$ cat config.mk
export PLATFORM = sky130hd
export DESIGN_NAME = writeback_unit_flat
export DESIGN_NICKNAME = d
export VERILOG_FILES = /design/src/rtl/writeback_unit_if.sv /design/src/rtl/writeback_unit.sv /design/src/flat_wrapper.sv
export SDC_FILE = /design/constraint.sdc
export NUM_CORES = 1
export LEC_CHECK = 0
export ABC_AREA = 1
export CAP_MARGIN = 0
export CORE_ASPECT_RATIO = 1.2
export CORE_MARGIN = 2
export CORE_UTILIZATION = 49
export CTS_BUF_LIST = sky130_fd_sc_hd__clkbuf_8 sky130_fd_sc_hd__clkbuf_16
export CTS_CLUSTER_DIAMETER = 60
export CTS_CLUSTER_SIZE = 20
export DETAILED_ROUTE_END_ITERATION = 8
export GPL_TIMING_DRIVEN = 1
export PLACE_DENSITY = 0.8
export SYNTH_ARGS = -nofsm -noshare
export SYNTH_HDL_FRONTEND = slang
export SYNTH_SLANG_ARGS = --single-unit
$ cat constraint.sdc
create_clock -name clk -period 2.65 [get_ports clk]
set_input_delay 0.6625 -clock clk [delete_from_list [all_inputs] [get_ports clk]]
set_output_delay 0.6625 -clock clk [all_outputs]
set_load 0.03 [all_outputs]
$ cat src/rtl/writeback_unit_if.sv
// Writeback bundle: ALU/load result inputs, scoreboard issue, RF write port.
// Master drives results and issue; slave (writeback_unit) drives the rest.
interface writeback_unit_if;
  logic       aluValid;
  logic [2:0] aluDest;
  logic [7:0] aluData;
  logic       loadValid;
  logic [2:0] loadDest;
  logic [7:0] loadData;
  logic       loadReady;
  logic       issueValid;
  logic [2:0] issueDest;
  logic [7:0] busy;
  logic       writeEn;
  logic [2:0] dest;
  logic [7:0] data;

  modport master (
    output aluValid, aluDest, aluData,
    output loadValid, loadDest, loadData,
    output issueValid, issueDest,
    input  loadReady, busy,
    input  writeEn, dest, data
  );

  modport slave (
    input  aluValid, aluDest, aluData,
    input  loadValid, loadDest, loadData,
    input  issueValid, issueDest,
    output loadReady, busy,
    output writeEn, dest, data
  );
endinterface

$ cat src/rtl/writeback_unit.sv
// Writeback arbiter: ALU > queued load > bypassed load, 2-entry load FIFO.
// Optional pending-load scoreboard compiled in with WB_SCOREBOARD_EN.
module writeback_unit (
  input logic             clk,
  input logic             resetN,
  writeback_unit_if.slave bus
);

  typedef struct packed {
    logic [2:0] dest;
    logic [7:0] data;
  } ent_t;

  ent_t       q [2];
  ent_t       s_q [2];
  ent_t       n_q [2];
  logic [1:0] cnt;
  logic [1:0] s_cnt;
  logic [1:0] n_cnt;

  ent_t       ld;
  logic       accept;
  logic       hit0;
  logic       hit1;
  logic       ld_kill;
  logic       sel_alu;
  logic       sel_head;
  logic       sel_load;
  logic       push;

  logic       wr_en;
  logic [2:0] wr_dest;
  logic [7:0] wr_data;

  assign ld            = '{dest: bus.loadDest, data: bus.loadData};
  assign bus.loadReady = (cnt != 2'd2);
  assign accept        = bus.loadValid && bus.loadReady;

  assign hit0 = bus.aluValid && (cnt != 2'd0)
             && (q[0].dest == bus.aluDest);
  assign hit1 = bus.aluValid && (cnt == 2'd2)
             && (q[1].dest == bus.aluDest);
  assign ld_kill = bus.aluValid && accept
                && (bus.loadDest == bus.aluDest);

  assign sel_alu  = bus.aluValid;
  assign sel_head = !bus.aluValid && (cnt != 2'd0);
  assign sel_load = !bus.aluValid && (cnt == 2'd0) && accept;
  assign push     = accept && !sel_load && !ld_kill;

  // Next FIFO: drop killed entries or pop head, then append the push.
  always_comb begin
    s_q   = q;
    s_cnt = 2'd0;
    if (bus.aluValid) begin
      if ((cnt != 2'd0) && !hit0) begin
        s_q[0] = q[0];
        s_cnt  = 2'd1;
      end
      if ((cnt == 2'd2) && !hit1) begin
        if (s_cnt == 2'd0) s_q[0] = q[1];
        else               s_q[1] = q[1];
        s_cnt = s_cnt + 2'd1;
      end
    end else if (cnt == 2'd2) begin
      s_q[0] = q[1];
      s_cnt  = 2'd1;
    end
    n_q   = s_q;
    n_cnt = s_cnt;
    if (push) begin
      if (s_cnt == 2'd0) n_q[0] = ld;
      else               n_q[1] = ld;
      n_cnt = s_cnt + 2'd1;
    end
  end

  // FIFO state; reset flushes anything queued.
  always_ff @(posedge clk) begin
    if (!resetN) begin
      cnt  <= 2'd0;
      q[0] <= '0;
      q[1] <= '0;
    end else begin
      cnt  <= n_cnt;
      q[0] <= n_q[0];
      q[1] <= n_q[1];
    end
  end

  // Register-file write port; address/data hold when idle.
  always_ff @(posedge clk) begin
    if (!resetN) begin
      wr_en   <= 1'b0;
      wr_dest <= 3'd0;
      wr_data <= 8'd0;
    end else begin
      wr_en <= sel_alu || sel_head || sel_load;
      unique case (1'b1)
        sel_alu: begin
          wr_dest <= bus.aluDest;
          wr_data <= bus.aluData;
        end
        sel_head: begin
          wr_dest <= q[0].dest;
          wr_data <= q[0].data;
        end
        sel_load: begin
          wr_dest <= bus.loadDest;
          wr_data <= bus.loadData;
        end
        default: begin
          wr_dest <= wr_dest;
          wr_data <= wr_data;
        end
      endcase
    end
  end

  assign bus.writeEn = wr_en;
  assign bus.dest    = wr_dest;
  assign bus.data    = wr_data;

`ifdef WB_SCOREBOARD_EN
  logic [7:0] busy_q;
  logic [7:0] set_m;
  logic [7:0] clr_m;

  // Clear on load writes and WAW-killed loads; a new issue overrides.
  always_comb begin
    set_m = 8'd0;
    clr_m = 8'd0;
    if (sel_head) clr_m[q[0].dest]    = 1'b1;
    if (sel_load) clr_m[bus.loadDest] = 1'b1;
    if (hit0)     clr_m[q[0].dest]    = 1'b1;
    if (hit1)     clr_m[q[1].dest]    = 1'b1;
    if (ld_kill)  clr_m[bus.loadDest] = 1'b1;
    if (bus.issueValid) set_m[bus.issueDest] = 1'b1;
  end

  // Pending-load bits.
  always_ff @(posedge clk) begin
    if (!resetN) busy_q <= 8'd0;
    else         busy_q <= (busy_q & ~clr_m) | set_m;
  end

  assign bus.busy = busy_q;
`else
  logic unused_issue;
  assign unused_issue = ^{bus.issueValid, bus.issueDest};
  assign bus.busy     = 8'd0;
`endif

endmodule

$ cat src/flat_wrapper.sv
// flat-port wrapper written by rule: the top's interface ports become plain ports
module writeback_unit_flat 
  (clk, resetN, bus_aluValid, bus_aluDest, bus_aluData, bus_loadValid, bus_loadDest, bus_loadData, bus_issueValid, bus_issueDest, bus_loadReady, bus_busy, bus_writeEn, bus_dest, bus_data);
  writeback_unit_if bus_i ();
  input logic clk;
  input logic resetN;
  input wire logic [$bits(bus_i.aluValid)-1:0] bus_aluValid;
  input wire logic [$bits(bus_i.aluDest)-1:0] bus_aluDest;
  input wire logic [$bits(bus_i.aluData)-1:0] bus_aluData;
  input wire logic [$bits(bus_i.loadValid)-1:0] bus_loadValid;
  input wire logic [$bits(bus_i.loadDest)-1:0] bus_loadDest;
  input wire logic [$bits(bus_i.loadData)-1:0] bus_loadData;
  input wire logic [$bits(bus_i.issueValid)-1:0] bus_issueValid;
  input wire logic [$bits(bus_i.issueDest)-1:0] bus_issueDest;
  output wire logic [$bits(bus_i.loadReady)-1:0] bus_loadReady;
  output wire logic [$bits(bus_i.busy)-1:0] bus_busy;
  output wire logic [$bits(bus_i.writeEn)-1:0] bus_writeEn;
  output wire logic [$bits(bus_i.dest)-1:0] bus_dest;
  output wire logic [$bits(bus_i.data)-1:0] bus_data;
  assign bus_i.aluValid = bus_aluValid;
  assign bus_i.aluDest = bus_aluDest;
  assign bus_i.aluData = bus_aluData;
  assign bus_i.loadValid = bus_loadValid;
  assign bus_i.loadDest = bus_loadDest;
  assign bus_i.loadData = bus_loadData;
  assign bus_i.issueValid = bus_issueValid;
  assign bus_i.issueDest = bus_issueDest;
  assign bus_loadReady = bus_i.loadReady;
  assign bus_busy = bus_i.busy;
  assign bus_writeEn = bus_i.writeEn;
  assign bus_dest = bus_i.dest;
  assign bus_data = bus_i.data;
  writeback_unit u_core (.clk(clk), .resetN(resetN), .bus(bus_i));
endmodule
Word-level counts from Yosys, hierarchy flattened

Cells that the tools add are included.

Input port bits: 30
Flip-flop bits (word level): 36
Output and inout bits: 21
Logic and storage cells: 57

Reductions and logical operators: 26
Equal/unequal tests: 5
$add $sub $neg: 2
Multiplexer cells: 16

Operators by type and width:

| cell                                                          | number |
|---|---|
| 11-bit two-way mux                                            | 6 |
| 22-bit two-way mux                                            | 2 |
| 8-bit one-hot mux with 3 select lines                         | 1 |
| 1-bit logical AND                                             | 14 |
| 3-bit == test                                                 | 3 |
| 3-bit one-hot mux with 3 select lines                         | 1 |
| 2-bit two-way mux                                             | 4 |
| 2-bit zero test                                               | 3 |
| 1-bit zero test                                               | 5 |
| 2-bit by 1-bit adder with 2-bit output, second input constant | 2 |
| 3-bit nonzero test                                            | 1 |
| 2-bit == test, second input constant                          | 1 |
| 1-bit logical OR                                              | 2 |
| 1-bit two-way mux                                             | 2 |
| 2-bit inequality test, second input constant                  | 1 |
| 2-bit nonzero test                                            | 1 |

Depth between registers and ports, before layout

Gate-level depths: netlist (run 1).

Word-level depth: 13
Depth in mapped cells: 15

Worst setup path before layout (run 1)

OpenSTA, ideal clock, no wires.

Path kind: input-to-reg
Start point: in bus_aluValid
End point: reg u_core.q[11] (netlist name)
Arrival: 2.393 ns
Stages: 15
Buffers on the path: 2
Path slack: 0.149 ns
Data required time: 2.541 ns
Cell sequence: buf_4 inv_2 a21oi_1 nand2_1 nor2_1 nor2_1 ha_1 a21oi_1 ha_1 nand3_2 buf_2 o21ai_1 inv_1 nand2_1 inv_1

Word-level cells in the longest chain between the ends: 12
Elaborated cells between the ends (all ways): 29

Ends and longest elaborated chain:

| element                                                                          | RTL line                                   | source |
|---|---|---|
| from (decl)                                                                      | flat_wrapper.sv:7                          | `input wire logic [$bits(bus_i.aluValid)-1:0] bus_aluValid;` |
| 1-bit logical AND                                                                | writeback_unit.sv:39                       | `assign hit0 = bus.aluValid && (cnt != 2'd0)` |
| 1-bit logical AND                                                                | writeback_unit.sv:40                       | `&& (q[0].dest == bus.aluDest);` |
| 1-bit zero test                                                                  | writeback_unit.sv:56                       | `if ((cnt != 2'd0) && !hit0) begin` |
| 1-bit logical AND                                                                | writeback_unit.sv:56                       |  |
| 1-bit two-way mux                                                                | writeback_unit.sv:56                       |  |
| 2-bit two-way mux                                                                | writeback_unit.sv:55                       | `if (bus.aluValid) begin` |
| 2-bit by 1-bit adder with 2-bit output / 2-bit zero test (equally long branches) | writeback_unit.sv:63, writeback_unit.sv:61 |  |
| 2-bit two-way mux / 11-bit two-way mux (equally long branches)                   | writeback_unit.sv:60, writeback_unit.sv:61 |  |
| 2-bit two-way mux / 22-bit two-way mux (equally long branches)                   | writeback_unit.sv:55, writeback_unit.sv:60 |  |
| 2-bit zero test / 11-bit two-way mux (equally long branches)                     | writeback_unit.sv:72, writeback_unit.sv:55 |  |
| 11-bit two-way mux                                                               | writeback_unit.sv:72                       | `if (s_cnt == 2'd0) n_q[0] = ld;` |
| 22-bit two-way mux (*)                                                           | writeback_unit.sv:71                       | `if (push) begin` |
| to (decl)                                                                        | writeback_unit.sv:14                       | `ent_t q [2];` |

Mark *: on every way between the ends. The rest lies on a longest branch, timed or not. The select of a mux whose other input is x is not followed.
A chain may end at the register's enable or synchronous reset.

Worst setup path after layout (run 1)

Start point: in bus_aluDest[0]
End point: reg u_core.q[18] (netlist name)

Word-level cells in the longest chain between the ends: 12
Elaborated cells between the ends (all ways): 24

Ends and longest elaborated chain:

| element                                                                          | RTL line                                   | source |
|---|---|---|
| from (decl)                                                                      | flat_wrapper.sv:8                          | `input wire logic [$bits(bus_i.aluDest)-1:0] bus_aluDest;` |
| 3-bit == test                                                                    | writeback_unit.sv:40                       |  |
| 1-bit logical AND                                                                | writeback_unit.sv:40                       |  |
| 1-bit zero test                                                                  | writeback_unit.sv:56                       |  |
| 1-bit logical AND                                                                | writeback_unit.sv:56                       |  |
| 1-bit two-way mux                                                                | writeback_unit.sv:56                       |  |
| 2-bit two-way mux                                                                | writeback_unit.sv:55                       |  |
| 2-bit by 1-bit adder with 2-bit output / 2-bit zero test (equally long branches) | writeback_unit.sv:63, writeback_unit.sv:61 |  |
| 2-bit two-way mux / 11-bit two-way mux (equally long branches)                   | writeback_unit.sv:60, writeback_unit.sv:61 |  |
| 2-bit two-way mux / 22-bit two-way mux (equally long branches)                   | writeback_unit.sv:55, writeback_unit.sv:60 |  |
| 2-bit zero test / 11-bit two-way mux (equally long branches)                     | writeback_unit.sv:72, writeback_unit.sv:55 |  |
| 11-bit two-way mux                                                               | writeback_unit.sv:72                       |  |
| 22-bit two-way mux (*)                                                           | writeback_unit.sv:71                       |  |

Marked as above.

==> flow_summary_export.csv, run 1 <==
group,metric,value,unit
outcome,run_status,"finished, final reports clean",
logic_synthesis,synth_commonest_cells,"nand2_1, o21ai_0, dfxtp_1",
layout,finish.net_count,371,
grt,grt_pass1_wl,7.87,mm
logic_synthesis,synth-edff-count,0,
timing,finalWorstPathRequiredPeriod,2.53,ns
worst_setup_path,rr_worst_depth,14,
cts,clockRootBuffer,"clkbuf_8",
placement,io_buffers,38,
drt,wl,4.89,mm
logic_synthesis,postSynthAreaPerCell,6.80,sq um
floorplan,start_util,50.4,%
logic_synthesis,synth_area_leaders,"dfxtp_1, nand2_1, o21ai_0",
grt,first_global_vias,1786,
timing,setup_tns,0,ns
grt,grt_overflow,0,
worst_setup_path,worstPathArrival,2.72,ns
worst_setup_path,cp_cell_sequence,"dlygate4sd2_1, buf_4, nand2_1, nand2_1, nor2_1, a21oi_1, ha_1, a21oi_2, ha_2, nand3_4, buf_6, o21ai_1, inv_1, nand2_1, inv_1",
floorplan,dieHeight,73.5,um
drt,drtAntennaViolNets,0,
timing,clock_skew,0.00310,ns
worst_setup_path,reg2reg_slack,0.47,ns
timing,rsz0062_at_grt,"false",
layout,syn_to_final_growth,30.9,%
worst_setup_path,path_class,"in -> reg",
timing,drv_slew,0,
cts,cts_buffers,5,
power,ir_drop,0.000329,V
hold_path,hold_depth,2,
floorplan,io_pins,51,
worst_setup_path,critPathSlowestCell,"ha_1",
timing,setup_viol,0,
logic_synthesis,synth_top_area_share,36.5,%
drt,dr_total_vias,1964,
logic_synthesis,synth_flop_cell,"dfxtp_1",
layout,antenna_cells,0,
drt,viasPerCell,4.98,
worst_setup_path,r2r_start,"u_core.q[20]",
hold_path,min_to,"u_core.bus.data[5]",
cts,insertion_delay,0.29,ns
cts,htreeDepth,2,
timing,period_share,95.4,%
worst_setup_path,cp-start-kind,"primary input",
timing,report.final.hold_viol_count,0,
floorplan,die-area,4550,sq um
hold_path,hp-class,"reg -> reg",
logic_synthesis,yosysWarnings,0,
timing,fmax,396,MHz
placement,gp_congestion,0.891,
logic_synthesis,synth_area_leader_cell,"dfxtp_1",
placement,dp.final_hpwl,3.43,mm
logic_synthesis,netlist_area,1970,sq um
grt,antenna_found_initial,0,
drt,drt_iter0_drc,110,
timing,slew_headroom,40.5,%
logic_synthesis,synth_cell_types,27,
drt,dr.pass1.iters,4,
timing,worst_slew_pin_slew,0.893,ns
timing,hold_ws,0.480,ns
cts,cts_num_sinks,36,
logic_synthesis,ys_async_sr_fraction,0,%
drt,drc_errors,0,
power,power,1.60,mW
logic_synthesis,syn_inst,290,
layout,drive_above_1_share,14.7,%
cts,path_clk_slew,0.07,ns
flow_run,drv_cap,0,
layout,fillerInstances,347,
grt,grt_max_degree,37,
worst_setup_path,max_stage_delay,0.29,ns
worst_setup_path,rr_endpoint,"u_core.q[18]",
logic_synthesis,yosysMostFrequentCell,"nand2_1",
drt,wire_per_inst,12.4,um
logic_synthesis,synth_seq_cells,36,
worst_setup_path,worst-path-max-fanout,7,
worst_setup_path,required,2.84,ns
logic_synthesis,ys_seq_area_share,36.5,%
worst_setup_path,cp_common_cell,"nand2_1",
floorplan,dieWidth,61.9,um
cts,cts_tree,"done",
cts,hold_buffers,0,
hold_path,hold_start,"u_core.q[16]",
power,p_leak,1.21,nW
worst_setup_path,cp-end-kind,"flop",
floorplan,rows,25,
cts,clockBufferDepth,2,
power,power_density,621,nW/um^2
floorplan,core_area,3910,sq um
grt,track_usage,23.1,%
==> timing repair <==
action | in CTS | in global routing
pin swaps | 2 | 3
endpoints found under the setup margin | 22 | 22
gates resized for setup | 8 | 5
setup buffers | 1 | 2
==> cell families (layout without fill, tap and decap cells) <==
| family | after synthesis | count (layout) | share of synthesized area (%) |
|---|---|---|---|
| other | 1 | 8 | 0.190 |
| flip-flops | 36 | 36 | 36.5 |
| buffers and inverters | 57 | 100 | 14.1 |
| adder cells (fa/ha/maj) | 2 | 2 | 1.27 |
| AND/OR/NAND/NOR | 124 | 124 | 28.6 |
| XOR/XNOR | 2 | 2 | 0.888 |
| AO/OA/AOI/OAI | 68 | 68 | 18.3 |
==> cell type report <==
cell class / count / area, sq um / area share (%)
Clock buffer: 5 / 68.8 / 2.67
Clock inverter: 3 / 38.8 / 1.50
Inverter: 34 / 130 / 5.04
Multi-Input combinational cell: 204 / 1020 / 39.5
Sequential cell: 36 / 721 / 27.9
Tap cell: 54 / 67.6 / 2.62
Timing Repair Buffer: 58 / 537 / 20.8
==> worst max-delay path, delay by kind of cell <==
kind	cells	cell delay, ns
adder cells (fa/ha/maj)	2	0.52
buffers and inverters	5	0.68
AND/OR/NAND/NOR	5	0.43
AO/OA/AOI/OAI	3	0.41
==> flip-flops by register name (all words and copies together), names as in the netlist <==
| name | count |
|---|---|
| u_core.bus.data | 8 |
| u_core.bus.dest | 3 |
| u_core.bus.writeEn | 1 |
| u_core.cnt | 2 |
| u_core.q | 22 |
==> layout by cell type (no fill, tap or decap), types with 2 or more instances in the layout <==
cell,n
nand2_1,58
o21ai_0,37
dfxtp_1,36
clkdlybuf4s50_1,34
inv_1,30
nor2_1,30
nand3_1,21
buf_4,18
o21ai_1,10
a31oi_1,9
conb_1,8
nor2_2,7
a21oi_1,6
clkbuf_8,5
inv_2,4
dlygate4sd2_1,3
a21oi_2,2
nor3_4,2
a22oi_1,2
xor2_1,2
nand2_2,2
a21boi_0,2
buf_6,2
==> worst max-delay path by stage <==
| stage | from | end | slack (ns) |
|---|---|---|---|
| floorplan | bus_aluValid | u_core.q[11] | 0.15 |
| global placement | bus_aluDest[0] | u_core.q[12] | -0.46 |
| detailed placement | bus_aluDest[0] | u_core.q[18] | -0.54 |
| CTS | bus_aluDest[1] | u_core.q[15] | -0.004 |
| global route | bus_aluDest[2] | u_core.q[21] | 0.02 |
| finish | bus_aluDest[0] | u_core.q[18] | 0.12 |
==> power breakdown <==
part           internal (mW)  switching (mW)  leakage (nW)
Clock                  0.275           0.189        0.0593
Combinational          0.207           0.281         0.853
Sequential             0.608          0.0431         0.296
Total                   1.09           0.513          1.21
==> routing by layer <==
metal	global-route usage (%)	vias up	wire (um)
li1	-	1015	-
met1	29.5	877	2120
met2	38.1	65	2380
met3	3.87	7	315
met4	8.75	0	72
met5	0	-	0
==> metrics by stage <==
step | cell area [sq um] | cells | setup slack (ns) | util [%]
after floorplan | 2000 | 297 | 0.149 | -
after global placement | 2420 | 383 | -0.464 | 62.0
after detailed placement | 2420 | 383 | -0.537 | 62.0
after CTS | 2560 | 392 | -0.00436 | 65.4
after global routing | 2580 | 394 | 0.0220 | 66.0
final | 2580 | 394 | 0.123 | 66.0
Note: power is estimated with default switching activity, not from simulation.
==> run 2: changes to the inputs <==
Settings changed: CORE_UTILIZATION 49 to 40, PLACE_DENSITY 0.8 to 0.68.
==> run 2 against run 1 <==
Against the previous run:
- via count grew 0.71%
- sequential share of layout area fell by 0.39 points
- power is 2.6% lower
- combinational power increased by 5.1%
- cell area is 1.4% higher
- flip-flop and latch count did not move
- clock power shrank 14%
- largest power group unchanged
==> flow_summary_export.csv, run 2 (synthesis gave the netlist of run 1 again) <==
group,metric,value,unit
outcome,run_status,"finished, final reports clean",
timing,hold_ws,0.479,ns
worst_setup_path,cp-start-kind,"primary input",
cts,cts_num_sinks,36,
worst_setup_path,worst-path-max-fanout,6,
layout,fillerInstances,490,
worst_setup_path,crit_start,"bus_aluDest[2]",
floorplan,rows,28,
layout,layout_commonest_cell,"nand2_1",
power,combPwrFrac,32.9,%
worst_setup_path,max_stage_delay,0.32,ns
layout,finish.net_count,371,
power,power,1.56,mW
timing,slew_headroom,36.1,%
worst_setup_path,cp-end-kind,"flop",
drt,drtAntennaViolNets,0,
cts,path_clk_slew,0.08,ns
grt,first_global_vias,1767,
drt,wire_per_inst,13.1,um
timing,setup_tns,0,ns
cts,cts_tree,"done",
worst_setup_path,cp_cell_sequence,"dlygate4sd2_1, inv_1, nand2_1, nand2_1, nor2_2, a21oi_1, ha_1, a21oi_2, ha_2, nand3_4, buf_12, o21ai_0, inv_1, nand2_1, inv_1",
layout,mostFrequentLayoutCells,"nand2_1, dfxtp_1, o21ai_0",
timing,setup_viol,0,
power,clkPwrFrac,25.4,%
floorplan,dieWidth,68.1,um
timing,report.final.hold_viol_count,0,
placement,placed_cells,387,
cts,hold_buffers,0,
drt,dr_total_vias,1978,
grt,track_usage,20.2,%
layout,drive_above_1_share,15.6,%
cts,cts_buffers,5,
timing,clock_skew,0.00414,ns
cts,htreeDepth,2,
power,ir_drop,0.000299,V
layout,antenna_cells,0,
worst_setup_path,path_buf_inv,5,
timing,worst_slew_pin_slew,0.958,ns
floorplan,core_area,4830,sq um
placement,dp.final_hpwl,3.41,mm
drt,dr.pass1.iters,4,
layout,largest_reg_flops,22,
power,power_density,596,nW/um^2
grt,grt_max_degree,37,
cts,clockRootBuffer,"clkbuf_8",
layout,syn_to_final_growth,32.7,%
grt,grt_pass1_wl,8.36,mm
worst_setup_path,worstPathArrival,2.71,ns
power,p_leak,1.22,nW
layout,layout.cells.non_filler,400,
drt,drc_errors,0,
grt,grt_overflow,0,
worst_setup_path,cp_top_family,"buffers and inverters",
power,swShare,34.9,%
floorplan,dieHeight,80.9,um
floorplan,die-area,5510,sq um
timing,drv_slew,0,
drt,viasPerCell,4.95,
flow_run,drv_cap,0,
cts,clockBufferDepth,2,
power,p_sw,0.546,mW
layout,top_register,"u_core.q",
worst_setup_path,required,2.86,ns
drt,drt_iter0_drc,165,
timing,period_share,94.5,%
floorplan,start_util,40.8,%
floorplan,io_pins,51,
power,internal-power,1.02,mW
worst_setup_path,r2r_start,"u_core.q[10]",
cts,insertion_delay,0.30,ns
hold_path,hp-class,"reg -> reg",
worst_setup_path,critPathSlowestCell,"dlygate4sd2_1",
placement,gp_congestion,0.901,
hold_path,hold_start,"u_core.q[15]",
timing,finalWorstPathRequiredPeriod,2.50,ns
worst_setup_path,path_class,"in -> reg",
placement,io_buffers,38,
timing,fmax,399,MHz
drt,wl,5.25,mm
power,pwr-share-seq,41.7,%
grt,antenna_found_initial,0,
-- run 2: timing repair --
item	in CTS	in global routing
pin swaps	1	4
setup buffers	1	2
gates resized for setup	7	8
endpoints found under the setup margin	22	22
cloned	0	2
-- run 2: per-layer routing --
layer | GRT usage (%) | wire (um) | part of all wire (%)
met4 | 9.40 | 66 | 1.3
met1 | 26.8 | 2410 | 46
met5 | 0 | 0 | 0
met3 | 3.74 | 245 | 4.7
met2 | 31.5 | 2530 | 48
-- run 2: through the flow --
step,cell area (sq um),setup WS (ns),util [%]
6_report,2620,0.146,54.1
5_1_grt,2620,-0.0115,54.1
4_1_cts,2530,0.0268,52.4
3_5_place_dp,2430,-0.486,50.3
3_3_place_gp,2430,-0.414,50.3
2_1_floorplan,2000,0.149,-
-- run 2: area by class of cell --
type	count	area, sq um	area share [%]
Clock buffer	5	68.8	2.63
Multi-Input combinational cell	204	1020	39.1
Tap cell	60	75.1	2.87
Inverter	34	130	4.97
Sequential cell	36	721	27.5
Timing Repair Buffer	58	581	22.2
Clock inverter	3	18.8	0.717
-- run 2: path summary, 6_finish.rpt --
path                             end  slack (ns)  cells after the start
hold / removal    u_core.bus.data[4]        0.48                      2
hold reg to reg   u_core.bus.data[4]        0.48                      2
setup / recovery        u_core.q[19]        0.15                     15
setup reg to reg        u_core.q[19]        0.47                     14
-- run 2: power by group through the flow --
stage / registers [mW] / clock network [mW] / logic, mW
finish: 0.652 / 0.397 / 0.513
global route: 0.658 / 0.428 / 0.567
CTS: 0.651 / 0.402 / 0.472
detailed placement: 0.663 / 0 / 0.463
global placement: 0.662 / 0 / 0.452
floorplan: 0.699 / 0 / 0.261
-- run 2: worst register-to-register path, cell delays in order, from the launching register on --
cell and delay, ns:
dfxtp_1 0.39, inv_1 0.06, nand2_1 0.06, nand2_1 0.06, nor2_2 0.12, a21oi_1 0.08
ha_1 0.31, a21oi_2 0.17, ha_2 0.23, nand3_4 0.14, buf_12 0.17, o21ai_0 0.14
inv_1 0.05, nand2_1 0.06, inv_1 0.03
